### config.mk
export PLATFORM = sky130hd
export DESIGN_NAME = o232c_fifo
export DESIGN_NICKNAME = d
export VERILOG_FILES = /design/src/rtl/o232c_fifo.sv
export SDC_FILE = /design/constraint.sdc
export NUM_CORES = 1
export LEC_CHECK = 0
export CORE_AREA = 4 4 137 139
export CTS_CLUSTER_DIAMETER = 100
export DETAILED_ROUTE_END_ITERATION = 8
export DIE_AREA = 0 0 141 143
export SLEW_MARGIN = 20
export SYNTH_ARGS = -nofsm -noshare
export SYNTH_HDL_FRONTEND = slang
export SYNTH_SLANG_ARGS = --single-unit
### constraint.sdc
create_clock -name CLK -period 3.5 [get_ports CLK]
set_input_delay 0.35 -clock CLK [delete_from_list [all_inputs] [get_ports CLK]]
set_output_delay 0.35 -clock CLK [all_outputs]
set_load 0.02 [all_outputs]
### src/rtl/o232c_fifo.sv
`default_nettype none
// ============================================================================
// Module   : o232c_fifo
// Purpose  : Buffered RS-232C transmitter. Bytes written into a FIFO are sent
//            LSB-first as 8N1 frames (8E1 when O232C_PARITY_EN is defined).
// Revision : 1.0  initial release
// ============================================================================
module o232c_fifo #(
    parameter logic [15:0] wtime     = 16'h1B16,
    parameter int          LOG_DEPTH = 4
) (
    input  logic                 CLK,
    input  logic                 XRST,
    input  logic [7:0]           data,
    input  logic                 wr,
    output logic                 full,
    output logic                 busy,
    output logic                 overflow,
    output logic [LOG_DEPTH:0]   count,
    output logic                 tx
);

    localparam int                 c_DEPTH_N = 1 << LOG_DEPTH;
    localparam logic [LOG_DEPTH:0] c_DEPTH   = {1'b1, {LOG_DEPTH{1'b0}}};
    localparam logic [15:0]        c_RELOAD  = wtime - 16'd1;

    typedef enum logic [2:0] {
        S_IDLE   = 3'd0,
        S_START  = 3'd1,
        S_DATA   = 3'd2,
`ifdef O232C_PARITY_EN
        S_PARITY = 3'd4,
`endif
        S_STOP   = 3'd3
    } state_t;

    state_t                 r_state;
    state_t                 w_state_nx;
    logic [15:0]            r_timer;
    logic [15:0]            w_timer_nx;
    logic [2:0]             r_bit_idx;
    logic [2:0]             w_idx_nx;
    logic [7:0]             r_shift;
    logic [7:0]             w_shift_nx;
    logic                   r_tx;
    logic                   w_tx_nx;
`ifdef O232C_PARITY_EN
    logic                   r_parity;
`endif

    logic [7:0]             r_mem [c_DEPTH_N];
    logic [LOG_DEPTH-1:0]   r_wr_ptr;
    logic [LOG_DEPTH-1:0]   r_rd_ptr;
    logic [LOG_DEPTH:0]     r_count;
    logic [LOG_DEPTH:0]     w_count_nx;
    logic                   r_full;
    logic                   r_overflow;

    logic                   w_push;
    logic                   w_pop;
    logic                   w_have_data;
    logic                   w_bit_end;
    logic [7:0]             w_head;

    assign w_push      = wr & ~r_full;
    assign w_have_data = (r_count != '0);
    assign w_bit_end   = (r_timer == 16'd0);
    assign w_head      = r_mem[r_rd_ptr];

    // ------------------------------------------------------------------
    // FIFO storage and bookkeeping
    // ------------------------------------------------------------------
    always_comb begin
        w_count_nx = r_count;
        case ({w_push, w_pop})
            2'b10:   w_count_nx = r_count + (LOG_DEPTH+1)'(1);
            2'b01:   w_count_nx = r_count - (LOG_DEPTH+1)'(1);
            default: w_count_nx = r_count;
        endcase
    end

    always_ff @(posedge CLK) begin
        if (w_push) begin
            r_mem[r_wr_ptr] <= data;
        end
    end

    always_ff @(posedge CLK or negedge XRST) begin
        if (!XRST) begin
            r_wr_ptr   <= '0;
            r_rd_ptr   <= '0;
            r_count    <= '0;
            r_full     <= 1'b0;
            r_overflow <= 1'b0;
        end else begin
            if (w_push) r_wr_ptr <= r_wr_ptr + LOG_DEPTH'(1);
            if (w_pop)  r_rd_ptr <= r_rd_ptr + LOG_DEPTH'(1);
            r_count <= w_count_nx;
            r_full  <= (w_count_nx == c_DEPTH);
            // A pop on the same edge never rescues a write issued while full.
            if (wr && r_full) r_overflow <= 1'b1;
        end
    end

    // ------------------------------------------------------------------
    // Transmit FSM
    // ------------------------------------------------------------------
    always_comb begin
        w_state_nx = r_state;
        w_timer_nx = r_timer;
        w_idx_nx   = r_bit_idx;
        w_shift_nx = r_shift;
        w_tx_nx    = r_tx;
        w_pop      = 1'b0;

        if (r_state != S_IDLE) begin
            w_timer_nx = w_bit_end ? c_RELOAD : (r_timer - 16'd1);
        end

        case (r_state)
            S_IDLE: begin
                w_tx_nx = 1'b1;
                if (w_have_data) begin
                    w_pop      = 1'b1;
                    w_shift_nx = w_head;
                    w_tx_nx    = 1'b0;
                    w_timer_nx = c_RELOAD;
                    w_state_nx = S_START;
                end
            end
            S_START: begin
                if (w_bit_end) begin
                    w_tx_nx    = r_shift[0];
                    w_idx_nx   = 3'd0;
                    w_state_nx = S_DATA;
                end
            end
            S_DATA: begin
                if (w_bit_end) begin
                    if (r_bit_idx == 3'd7) begin
`ifdef O232C_PARITY_EN
                        w_tx_nx    = r_parity;
                        w_state_nx = S_PARITY;
`else
                        w_tx_nx    = 1'b1;
                        w_state_nx = S_STOP;
`endif
                    end else begin
                        w_shift_nx = {1'b0, r_shift[7:1]};
                        w_tx_nx    = r_shift[1];
                        w_idx_nx   = r_bit_idx + 3'd1;
                    end
                end
            end
`ifdef O232C_PARITY_EN
            S_PARITY: begin
                if (w_bit_end) begin
                    w_tx_nx    = 1'b1;
                    w_state_nx = S_STOP;
                end
            end
`endif
            S_STOP: begin
                // Chain straight into the next start bit when more data waits.
                if (w_bit_end) begin
                    if (w_have_data) begin
                        w_pop      = 1'b1;
                        w_shift_nx = w_head;
                        w_tx_nx    = 1'b0;
                        w_state_nx = S_START;
                    end else begin
                        w_tx_nx    = 1'b1;
                        w_state_nx = S_IDLE;
                    end
                end
            end
            default: begin
                w_tx_nx    = 1'b1;
                w_state_nx = S_IDLE;
            end
        endcase
    end

    always_ff @(posedge CLK or negedge XRST) begin
        if (!XRST) begin
            r_state   <= S_IDLE;
            r_timer   <= 16'd0;
            r_bit_idx <= 3'd0;
            r_shift   <= 8'd0;
            r_tx      <= 1'b1;
        end else begin
            r_state   <= w_state_nx;
            r_timer   <= w_timer_nx;
            r_bit_idx <= w_idx_nx;
            r_shift   <= w_shift_nx;
            r_tx      <= w_tx_nx;
        end
    end

`ifdef O232C_PARITY_EN
    always_ff @(posedge CLK or negedge XRST) begin
        if (!XRST) begin
            r_parity <= 1'b0;
        end else if (w_pop) begin
            r_parity <= ^w_head;
        end
    end
`endif

    assign tx       = r_tx;
    assign full     = r_full;
    assign overflow = r_overflow;
    assign count    = r_count;
    assign busy     = (r_state != S_IDLE) || w_have_data;

endmodule
`default_nettype wire

==> impl_metrics.csv <==
group,metric,value,unit
sta,slew_headroom,48.0,%
sta,min_period,3.22,ns
sta,fin_tns_setup,0,ns
layout,nets,509,
synthesis,ys_ff_latch,173,
drt,met1_length,6260,um
sta,layout_setup_ws,0.277,ns
placement,place_area,7880,um^2
clock_network,clk_latency,0.42,ns
synthesis,synth.area.top_cells,"edfxtp_1 52%, dfrtp_1 15%, mux4_2 12%",
power_and_ir_drop,p_total,4.95,mW
layout,fill_cells,1531,
synthesis,async_flop_share,26.0,%
global_routing,antenna_found_initial,0,
floorplanning,rows,49,
synthesis,synth_top_cell_by_area,"edfxtp_1",
clock_network,cts_buffer_depth,2,
drt,wl_met3,415,um
layout,drive_gt1_share,18.3,%
clock_network,cts_sinks,173,
drt,vias,3919,
synthesis,synth-warning-count,0,
synthesis,synth_nets,482,
synthesis,ys_seq_area_share,67.0,%
synthesis,synth_flop_cell,"edfxtp_1",
sta,skew,0.0115,ns
synthesis,avgSynthCellArea,16.3,um^2
power_and_ir_drop,leakagePower,2.92,nW
drt,top_layer,"met4",
global_routing,grt_max_degree,46,
floorplanning,die_w,141,um
sta,fin_crit_sh,92.1,%
clock_network,cts_tree,"done",
worst_setup_path,slowest_stage,"o41a_1",
sta,slew_violations,0,
drt,drt-initial-drc-count,222,
floorplanning,ios,20,
clock_network,post-cts-setup-buffer-count,0,
placement,portBuffers,19,
global_routing,grt_pass1_vias,3906,
synthesis,synth_cells,456,
sta,worst_pin_slew,0.777,ns
global_routing,grtUsageTotal,14.8,%
clock_network,clk_pin_slew_worst_paths,0.07,ns
worst_setup_path,crit_type,"reg -> reg",
sta,finalHoldViolCount,0,
synthesis,ys_types,55,
floorplanning,die_area,20200,um^2
run,drv_cap,0,
worst_setup_path,critPathMaxFanout,5,
drt,drt_wl_total,13800,um
placement,place_ws,0.201,ns
worst_setup_path,crit_path_start_kind,"flop",
worst_setup_path,cp.arrival,3.58,ns
sta,whs,0.458,ns
clock_network,root_buffer,"clkbuf_16",
worst_setup_path,max_stage_delay,0.51,ns
worst_setup_path,cpMostUsedCell,"ha_1",
global_routing,grt_pass1_wl,22300,um
floorplanning,die_y,143,um
sta,rsz0062_at_grt,"false",
layout,area_growth,13.8,%
placement,dp.cells,692,
worst_setup_path,crit_family,"simple AND/OR/NAND/NOR gates",
drt,wire_per_inst,19.0,um
placement,gp_congestion,0.791,
synthesis,synth_edf_count,128,
floorplanning,start_util,42.0,%
layout,antenna_cells,0,
floorplanning,core,17700,um^2
synthesis,synth_top_area_share,51.8,%
power_and_ir_drop,ir_worst_vdd,0.330,mV
clock_network,cts_buffers,17,
layout,instances_no_fill,725,
drt,drcViolationCount,0,
sta,setup_violations,0,
worst_hold_path,worstHoldPathType,"in -> async",
drt,antenna_left,0,
worst_setup_path,end_kind,"flop",
placement,hpwl,9220,um
drt,dr.pass1.iters,5,
power_and_ir_drop,power.density,585,nW/um^2
sta,max_freq,310,MHz
worst_setup_path,critPathRequiredTime,3.86,ns
layout,final_util,47.8,%
drt,wl_met2,7020,um
run_status,status,"completed",
layout,final_cell_area,8450,um^2
worst_setup_path,crit_chain,"inv_1 -> ha_1 -> or4b_4 -> o41a_1 -> or2_4 -> xnor2_1 -> ha_1 -> a21o_1 -> nand2_1 -> a211oi_2 -> xor2_1 -> and4bb_1",
synthesis,syn_area,7420,um^2
clock_network,htree_levels,4,
global_routing,grt_remaining_overflow,0,
worst_setup_path,cp_num_buf_inv,1,
drt,viasPerCell,5.41,
-- timing repair --
action / 4_1_cts / 5_1_grt
gates resized for setup: 0 / 1
hold buffers: 0 / 1
hold endpoints to repair: 0 / 44
endpoints found under the setup margin: 0 / 1
-- flip-flops by register name (all words and copies together) (netlist names) --
signal and flops:
tx 1, r_state 2, full 1, r_timer 16, count 5, r_mem 128, r_bit_idx 3, overflow 1
r_shift 8, r_rd_ptr 4, r_wr_ptr 4
-- synth_stat cells, drive strengths merged (2+ instances only) --
| library cell | count |
|---|---|
| mux2i | 7 |
| nor2b | 2 |
| a21oi | 19 |
| a22o | 5 |
| a21o | 4 |
| mux2 | 3 |
| inv | 14 |
| ha | 15 |
| clkbuf | 10 |
| edfxtp | 128 |
| xnor2 | 10 |
| dfrtp | 44 |
| xor2 | 3 |
| nor4 | 3 |
| nand2 | 25 |
| o22ai | 2 |
| and2 | 16 |
| mux4 | 40 |
| or4b | 2 |
| o31ai | 7 |
| nand3b | 3 |
| a31oi | 3 |
| nor3 | 11 |
| a211oi | 2 |
| o21ai | 18 |
| a211o | 2 |
| or4 | 4 |
| or3 | 4 |
| or2 | 2 |
| nand3 | 2 |
| buf | 8 |
| nor2 | 23 |
| nand4 | 2 |
-- kinds of logic after synthesis --
logic type | count (synthesis) | share of synthesized area, %
buffers and inverters | 32 | 1.69
AOI/OAI and AO/OA | 68 | 5.90
muxes | 50 | 13.5
xor gates and xnor gates | 14 | 1.84
DFF | 173 | 67.0
adders and majority gates | 15 | 2.53
and+or+nand+nor | 104 | 7.54
-- metal layers --
metal	GRT usage, %	vias to the layer above
met2	24.0	49
met3	3.75	8
met1	19.8	2028
met4	4.64	0
li1	-	1834
met5	0	-
-- cells in the final DEF (no fill, tap or decap), types with 10 or more instances in the layout --
master	instances
edfxtp_1	128
dfrtp_1	43
mux4_2	40
nand2_1	25
nor2_1	23
a21oi_1	18
clkdlybuf4s50_1	18
clkbuf_16	17
and2_1	16
o21ai_1	15
ha_1	15
inv_1	13
xnor2_1	10
nor3_1	10
-- where the power goes --
part	leakage, nW	switching (mW)	internal [mW]
Combinational	0.958	0.349	0.281
Sequential	1.69	0.120	2.42
Clock	0.269	0.837	0.938
-- worst paths after layout --
path,slack [ns],end,from,depth (start not counted)
worst max-delay path,0.28,full,r_timer[0],12
worst min-delay path,0.46,r_timer[5],XRST,2
worst max register to register,0.28,full,r_timer[0],12
worst min register to register,0.46,overflow,overflow,1
max in group asynchronous,2.60,r_rd_ptr[0],XRST,2
min in group CLK,0.46,overflow,overflow,1
-- layout make-up --
cell class	count	area (um^2)	area share, %
clock buffers	18	429	5.08
clock inverters	14	124	1.47
inverters	14	52.6	0.622
multi-input cells	251	2330	27.6
flip-flops and latches	173	4970	58.9
well taps	229	287	3.39
repair buffers	26	255	3.02
Note: power is estimated with default switching activity, not from simulation.
